<file path="config.mk">
export PLATFORM = sky130hd
export DESIGN_NAME = data_ram_arbiter
export DESIGN_NICKNAME = d
export VERILOG_FILES = /design/src/rtl/data_ram_arbiter.sv
export SDC_FILE = /design/constraint.sdc
export NUM_CORES = 1
export LEC_CHECK = 0
export CORE_AREA = 2 2 95 97
export DETAILED_ROUTE_END_ITERATION = 7
export DIE_AREA = 0 0 97 99
export PLACE_DENSITY = 0.66
export SYNTH_ARGS = -nofsm -noshare
export SYNTH_HDL_FRONTEND = slang
export SYNTH_SLANG_ARGS = --single-unit
</file>
<file path="constraint.sdc">
create_clock -name clock -period 6.1 [get_ports clock]
set_clock_uncertainty 0.15 [all_clocks]
set_input_delay 1.525 -clock clock [delete_from_list [all_inputs] [get_ports clock]]
set_output_delay 1.525 -clock clock [all_outputs]
set_load 0.005 [all_outputs]
</file>
<file path="src/rtl/data_ram_arbiter.sv">
// Round-robin arbiter sharing the single-port data RAM between core (C) and DMA (D).
// Optional DMA bus lock enabled by defining RAM_ARB_LOCK_EN.
module data_ram_arbiter #(
  parameter int AW       = 10,
  parameter int DW       = 32,
  parameter int LOCK_MAX = 16
) (
  input  logic          clock,
  input  logic          reset,
  input  logic          c_req,
  input  logic          c_we,
  input  logic [AW-1:0] c_addr,
  input  logic [DW-1:0] c_wdata,
  input  logic [DW/8-1:0] c_be,
  output logic          c_gnt,
  output logic          c_rvalid,
  output logic [DW-1:0] c_rdata,
  input  logic          d_req,
  input  logic          d_we,
  input  logic [AW-1:0] d_addr,
  input  logic [DW-1:0] d_wdata,
  input  logic [DW/8-1:0] d_be,
  output logic          d_gnt,
  output logic          d_rvalid,
  output logic [DW-1:0] d_rdata,
`ifdef RAM_ARB_LOCK_EN
  input  logic          d_lock,
`endif
  output logic          ram_en,
  output logic          ram_we,
  output logic [DW/8-1:0] ram_be,
  output logic [AW-1:0] ram_addr,
  output logic [DW-1:0] ram_wdata,
  input  logic [DW-1:0] ram_rdata
);

  localparam logic OWN_C = 1'b0;
  localparam logic OWN_D = 1'b1;

  logic r_last_owner;
  logic r_rd_valid;
  logic r_rd_owner;
  logic w_c_win;
  logic w_d_win;
  logic w_lock_active;
  logic w_sel_we;

`ifdef RAM_ARB_LOCK_EN
  localparam int CW = $clog2(LOCK_MAX + 1);

  typedef enum logic {
    ST_ARB,
    ST_LOCK
  } state_t;

  state_t         r_state;
  state_t         w_state_nxt;
  logic [CW-1:0]  r_lock_cnt;
  logic [CW-1:0]  w_lock_cnt_nxt;
  logic           w_force_exit;

  assign w_lock_active = (r_state == ST_LOCK);

  // Lock state and locked-cycle counter register
  always_ff @(posedge clock or posedge reset) begin
    if (reset) begin
      r_state    <= ST_ARB;
      r_lock_cnt <= '0;
    end else begin
      r_state    <= w_state_nxt;
      r_lock_cnt <= w_lock_cnt_nxt;
    end
  end

  // Lock entry on a locked DMA grant; exit on release or when the budget is used
  always_comb begin
    w_state_nxt    = r_state;
    w_lock_cnt_nxt = r_lock_cnt;
    w_force_exit   = 1'b0;
    unique case (r_state)
      ST_ARB: begin
        if (w_d_win && d_lock) begin
          w_state_nxt    = ST_LOCK;
          w_lock_cnt_nxt = CW'(1);
        end
      end
      ST_LOCK: begin
        w_lock_cnt_nxt = r_lock_cnt + CW'(1);
        if (!d_lock) begin
          w_state_nxt    = ST_ARB;
          w_lock_cnt_nxt = '0;
        end else if (w_lock_cnt_nxt >= CW'(LOCK_MAX)) begin
          w_state_nxt    = ST_ARB;
          w_lock_cnt_nxt = '0;
          w_force_exit   = 1'b1;
        end
      end
      default: begin
        w_state_nxt    = ST_ARB;
        w_lock_cnt_nxt = '0;
      end
    endcase
  end
`else
  assign w_lock_active = 1'b0;
`endif

  // Pick the winner: lone requester wins, conflicts go to whoever did not own last
  always_comb begin
    w_c_win = 1'b0;
    w_d_win = 1'b0;
    if (!reset) begin
      unique case (1'b1)
        w_lock_active: w_d_win = d_req;
        (c_req && d_req): begin
          w_c_win = (r_last_owner == OWN_D);
          w_d_win = (r_last_owner == OWN_C);
        end
        default: begin
          w_c_win = c_req;
          w_d_win = d_req;
        end
      endcase
    end
  end

  assign c_gnt = w_c_win;
  assign d_gnt = w_d_win;

  // Steer the winning request onto the RAM port
  always_comb begin
    w_sel_we  = w_d_win ? d_we : c_we;
    ram_en    = w_c_win | w_d_win;
    ram_we    = ram_en & w_sel_we;
    ram_addr  = w_d_win ? d_addr : c_addr;
    ram_wdata = w_d_win ? d_wdata : c_wdata;
    ram_be    = '0;
    if (ram_we) begin
      ram_be = w_d_win ? d_be : c_be;
    end
  end

  // Track last owner and tag each issued read with its requester
  always_ff @(posedge clock or posedge reset) begin
    if (reset) begin
      r_last_owner <= OWN_D;
      r_rd_valid   <= 1'b0;
      r_rd_owner   <= OWN_C;
    end else begin
      r_rd_valid <= ram_en & ~ram_we;
      r_rd_owner <= w_d_win ? OWN_D : OWN_C;
      if (ram_en) begin
        r_last_owner <= w_d_win ? OWN_D : OWN_C;
      end
`ifdef RAM_ARB_LOCK_EN
      if (w_force_exit) begin
        r_last_owner <= OWN_D;
      end
`endif
    end
  end

  assign c_rvalid = r_rd_valid & (r_rd_owner == OWN_C);
  assign d_rvalid = r_rd_valid & (r_rd_owner == OWN_D);
  assign c_rdata  = ram_rdata;
  assign d_rdata  = ram_rdata;

endmodule

</file>
==> flow_metrics.tcl, run 1 <==
set metrics [dict create \
    status "finished, final reports clean" \
    drive_gt1_share_pct 20.2 \
    cts_tree "done" \
    htree_levels 1 \
    grt_antenna_before_repair 0 \
    multi_input_area_um2 787 \
    ff2ff_setup_slack_ps 4660 \
    ctsHoldBuffers 0 \
    antenna_left 0 \
    synth_area_leaders "mux2_4 37%, buf_4 33%, buf_12 5.6%" \
    yosysUniqueCellTypes 24 \
    area_delta_synth_final_pct 78.4 \
    diodes 0 \
    worstSetupPathType "in -> out" \
    die_w_um 97 \
    cp_max_fo 35 \
    total_power_uw 272 \
    period_share_pct 88.3 \
    yosys_warnings 0 \
    r2r_start "r_last_owner" \
    clk_latency_ps 220 \
    arrival_ps 3710 \
    syn-num-nets 273 \
    die_area_um2 9600 \
    synth_edf_count 0 \
    relSlewSlack_pct 69.9 \
    worstSetupEndpointType "output port" \
    port-buffer-count 149 \
    place_congestion 0.765 \
    cts_max_path_buffers 2 \
    tightest_slew_ps 450 \
    path_clk_slew_ps 40 \
    maxCapViolCount 0 \
    power_density_nw_per_um2 106 \
    die_y_um 99 \
    numCtsBuffers 3 \
    fin_crit_ps 5390 \
    hold_viol_final 0 \
    start_util_pct 16.8 \
    p_leak_nw 1.01 \
    dp_slack_ps 704 \
    wl_um 5660 \
    final_nets 359 \
    yosysSeqAreaShare_pct 5.31 \
    grt_max_degree 36 \
    slew_viol_final 0 \
    root_buffer "clkbuf_8" \
    rr_worst_depth 3 \
    io_pins 246 \
    fin_area_um2 2560 \
    r2r_end "r_rd_valid" \
    fmax_mhz 186 \
    grt_pass1_vias 1307 \
    rsz0062_at_grt "no" \
    syn_area_um2 1440 \
    synth_top_cell_by_area "mux2_4" \
    endpoint "ram_wdata[31]" \
    vias 1283 \
    syn_inst 143 \
    synth_common_cells "64 x buf_4, 35 x mux2_4, 5 x nand3_1, 5 x o21ai_0" \
    grt_pass1_wl_um 8270 \
    setup_slack_ps 711 \
    wl_per_cell_um 16.8 \
    regArea_um2 76.3 \
    cts_setup_buffers 0 \
    placed_cell_area_um2 2520 \
    grt_use_total_pct 11.2 \
    fin_setup_tns_ps 0 \
    coreArea_um2 8550 \
    startpoint "c_req" \
    row_count 34 \
    setup_viol 0 \
    irDropWorstVdd_v 0.0000976 \
    dr.first_iter.drc_count 28 \
    synth_async_sr_flop_share_pct 100 \
    critPathLaunchType "input pin" \
    final_util_pct 30.0 \
    yosysMostFrequentCell "buf_4" \
    postSynthAreaPerCell_um2 10.0 \
    drc 0 \
    grt-ovfl-total 0 \
    num-fill-cells 885 \
    vias_per_cell 3.82 \
    hold_path_class "reg -> reg" \
    place_hpwl_um 4810 \
    crit_required_ps 4430 \
    synth.top_cell.area_share_pct 36.6 \
    cts_resized 0 \
    firstDrtPassIters 4 \
    synth_flop_cell "dfrtp_1" \
    clock-sinks 3 \
    ys_seq_elements 3 \
]
-- sequential cells by signal, summed over array words and instances (netlist names) --
signal,cells
r_last_owner,1
r_rd_owner,1
r_rd_valid,1
-- metal layers --
layer | track usage, % | up-vias | share of wire (%)
li1 | - | 602 | -
met1 | 13.1 | 575 | 39
met2 | 18.9 | 98 | 49
met3 | 5.18 | 8 | 12
met4 | 2.49 | 0 | 0.78
met5 | 0 | - | 0
-- where the power goes --
group	switching, mW	total [mW]	internal, mW
Clock	0.0155	0.0603	0.0448
Sequential	0.00159	0.0241	0.0225
Combinational	0.0512	0.188	0.136
Total	0.0682	0.272	0.204
-- cells by family after synthesis --
family                 count (synthesis)  share of synthesized area [%]
AOI/OAI and AO/OA                     12                           6.19
buffers and inverters                 71                           39.9
DFF                                    3                           5.31
muxes                                 42                           42.1
and+or+nand+nor                       15                           6.53
-- cell type report --
cell class	instances	area share (%)
tap	108	5.27
multi-input combinational	69	30.7
inverter	2	0.293
sequential	3	2.98
timing repair buffer	150	59.0
clock buffer	4	1.76
-- placed cells by master, fill, tap and decap left out, types with 2 or more instances in the layout --
cell,n
nand3_1,5
mux2_2,3
clkdlybuf4s50_1,149
mux2_1,4
o21ai_0,5
dfrtp_1,2
a22oi_1,4
and3_1,2
clkbuf_8,3
mux2_4,35
nor2_1,2
-- critical path, stage by stage --
cell and delay [ps]:
clkdlybuf4s50_1 500, a21bo_4 300, nor2_8 230, buf_12 290, mux2_2 370, clkdlybuf4s50_1 450
-- through the flow --
step / cells / hold slack (ps)
finish: 336 / 353
CTS: 336 / 350
global placement: 332 / 330
floorplan: 143 / 320
global route: 336 / 405
detailed placement: 332 / 344
-- worst min path at each step --
stage / start / end / slack (ps) / cells after the start
floorplan: r_last_owner / r_last_owner / 320 / 2
detailed placement: r_last_owner / r_last_owner / 340 / 2
global placement: r_last_owner / r_last_owner / 330 / 2
finish: r_last_owner / r_last_owner / 350 / 2
global route: r_last_owner / r_last_owner / 400 / 2
CTS: r_last_owner / r_last_owner / 350 / 2
Power figures use the tool's default switching activity.
==> run 2: changes to the inputs <==
--- a/config.mk
+++ b/config.mk
@@ -5,10 +5,11 @@
 export SDC_FILE = /design/constraint.sdc
 export NUM_CORES = 1
 export LEC_CHECK = 0
-export CORE_AREA = 2 2 95 97
+export CORE_AREA = 4 4 94 96
 export DETAILED_ROUTE_END_ITERATION = 7
-export DIE_AREA = 0 0 97 99
-export PLACE_DENSITY = 0.66
+export DIE_AREA = 0 0 98 100
+export PLACE_DENSITY = 0.7
+export SETUP_SLACK_MARGIN = 0.1
 export SYNTH_ARGS = -nofsm -noshare
 export SYNTH_HDL_FRONTEND = slang
 export SYNTH_SLANG_ARGS = --single-unit
==> flow_metrics.tcl, run 2 (synthesized netlist as in run 1, its figures left out) <==
set metrics [dict create \
    htree_levels 1 \
    die_area_um2 9800 \
    cts_setup_buffers 0 \
    power_density_nw_per_um2 104 \
    firstDrtPassIters 4 \
    place_congestion 0.803 \
    start_util_pct 17.8 \
    final_common_cell "clkdlybuf4s50_1" \
    period_share_pct 87.2 \
    top_regs "r_last_owner (1), r_rd_owner (1), r_rd_valid (1)" \
    rsz0062_at_grt "no" \
    dr.first_iter.drc_count 10 \
    hold_path_class "reg -> reg" \
    hold_viol_final 0 \
    grt-ovfl-total 0 \
    rr_worst_depth 3 \
    wl_um 4980 \
    grt_max_degree 25 \
    hp-start "r_last_owner" \
    path_clk_slew_ps 30 \
    placed_cells 330 \
    port-buffer-count 149 \
    relSlewSlack_pct 70.1 \
    cts_tree "done" \
    fin_setup_tns_ps 0 \
    coreArea_um2 8050 \
    worstSetupEndpointType "output port" \
    io_pins 246 \
    slew_viol_final 0 \
    irDropWorstVdd_v 0.0000511 \
    die_y_um 100 \
    finalNonFillerCells 334 \
    row_count 33 \
    cts_max_path_buffers 2 \
    r2r_end "r_rd_valid" \
    cp_max_fo 15 \
    setup_viol 0 \
    min_to "r_last_owner" \
    place_hpwl_um 4350 \
    drc 0 \
    root_buffer "clkbuf_8" \
    worstSetupPathType "in -> out" \
    grt_use_total_pct 8.95 \
    final_nets 360 \
    grt_pass1_wl_um 7070 \
    tightest_slew_ps 447 \
    grt_pass1_vias 1367 \
    slowest_stage "clkdlybuf4s50_1" \
    arrival_ps 3650 \
    diodes 0 \
    clock-sinks 3 \
    crit_path_frequent_cell "clkdlybuf4s50_1" \
    fmax_mhz 188 \
    die_w_um 98 \
    status "finished, final reports clean" \
    crit_required_ps 4430 \
    area_delta_synth_final_pct 78.7 \
    grt_antenna_before_repair 0 \
    maxCapViolCount 0 \
    ff2ff_setup_slack_ps 4690 \
    wl_per_cell_um 14.9 \
    antenna_left 0 \
    drive_gt1_share_pct 20.5 \
    cts_resized 0 \
    crit_path_cell_trace "clkdlybuf4s50_1 > a21bo_4 > nor2_8 > buf_4 > mux2_2 > clkdlybuf4s50_1" \
    critPathLaunchType "input pin" \
    clk_latency_ps 210 \
    vias 1282 \
    num-fill-cells 828 \
    r2r_start "r_last_owner" \
    numCtsBuffers 3 \
    fin_crit_ps 5320 \
    min_path_cells 2 \
    layout_common_cells "149 x clkdlybuf4s50_1, 35 x mux2_4, 5 x nand3_1, 5 x o21ai_0" \
    ctsHoldBuffers 0 \
    max_stage_delay_ps 510 \
    p_leak_nw 1.02 \
    vias_per_cell 3.84 \
    final_util_pct 31.9 \
]
==> run 2: power by group <==
| group | switching (mW) | leakage (nW) | total [mW] | internal, mW |
|---|---|---|---|---|
| Clock | 0.0125 | 0.0228 | 0.0570 | 0.0445 |
| Sequential | 0.00160 | 0.0367 | 0.0241 | 0.0225 |
| Combinational | 0.0484 | 0.958 | 0.185 | 0.137 |
| Total | 0.0625 | 1.02 | 0.266 | 0.204 |
==> run 2: metrics by stage <==
step / instance area (um2) / setup slack (ps) / total power [mW] / hold slack [ps]
2_1_floorplan: 1440 / 1970 / 0.127 / 320
3_3_place_gp: 2520 / 794 / 0.209 / 332
3_5_place_dp: 2520 / 766 / 0.211 / 360
4_1_cts: 2570 / 769 / 0.271 / 360
5_1_grt: 2570 / 609 / 0.281 / 380
6_report: 2570 / 780 / 0.266 / 360
==> run 2: area by class of cell <==
cell class              instances  area, um2  share of cell area (%)
clock buffers                   4       45.0                    1.76
inverters                       2       7.51                   0.293
multi-input cells              69        787                    30.7
flip-flops and latches          3       76.3                    2.97
well taps                     105        131                    5.12
repair buffers                151       1520                    59.2
==> run 2: critical path, delay by kind of cell <==
| kind | cells | cell delay, ps |
|---|---|---|
| buf+inv | 3 | 1260 |
| mux | 1 | 370 |
| compound gates | 1 | 300 |
| simple gates | 1 | 180 |
==> run 2: how the worst max path moves through the flow <==
stage,start,endpoint,slack [ps],depth (start not counted)
2_1_floorplan,d_req,ram_wdata[23],1970,4
3_3_place_gp,d_req,ram_addr[0],790,6
3_5_place_dp,reset,ram_be[2],770,5
4_1_cts,c_req,ram_addr[0],770,6
5_1_grt,reset,ram_be[2],610,5
6_report,c_req,ram_addr[0],780,6
==> run 2: layer usage <==
layer	global-route usage (%)	vias to the layer above	share of wire [%]
li1	-	599	-
met2	16.3	98	51
met1	9.18	572	36
met5	0	-	0
met4	3.41	0	1.6
met3	3.61	13	11
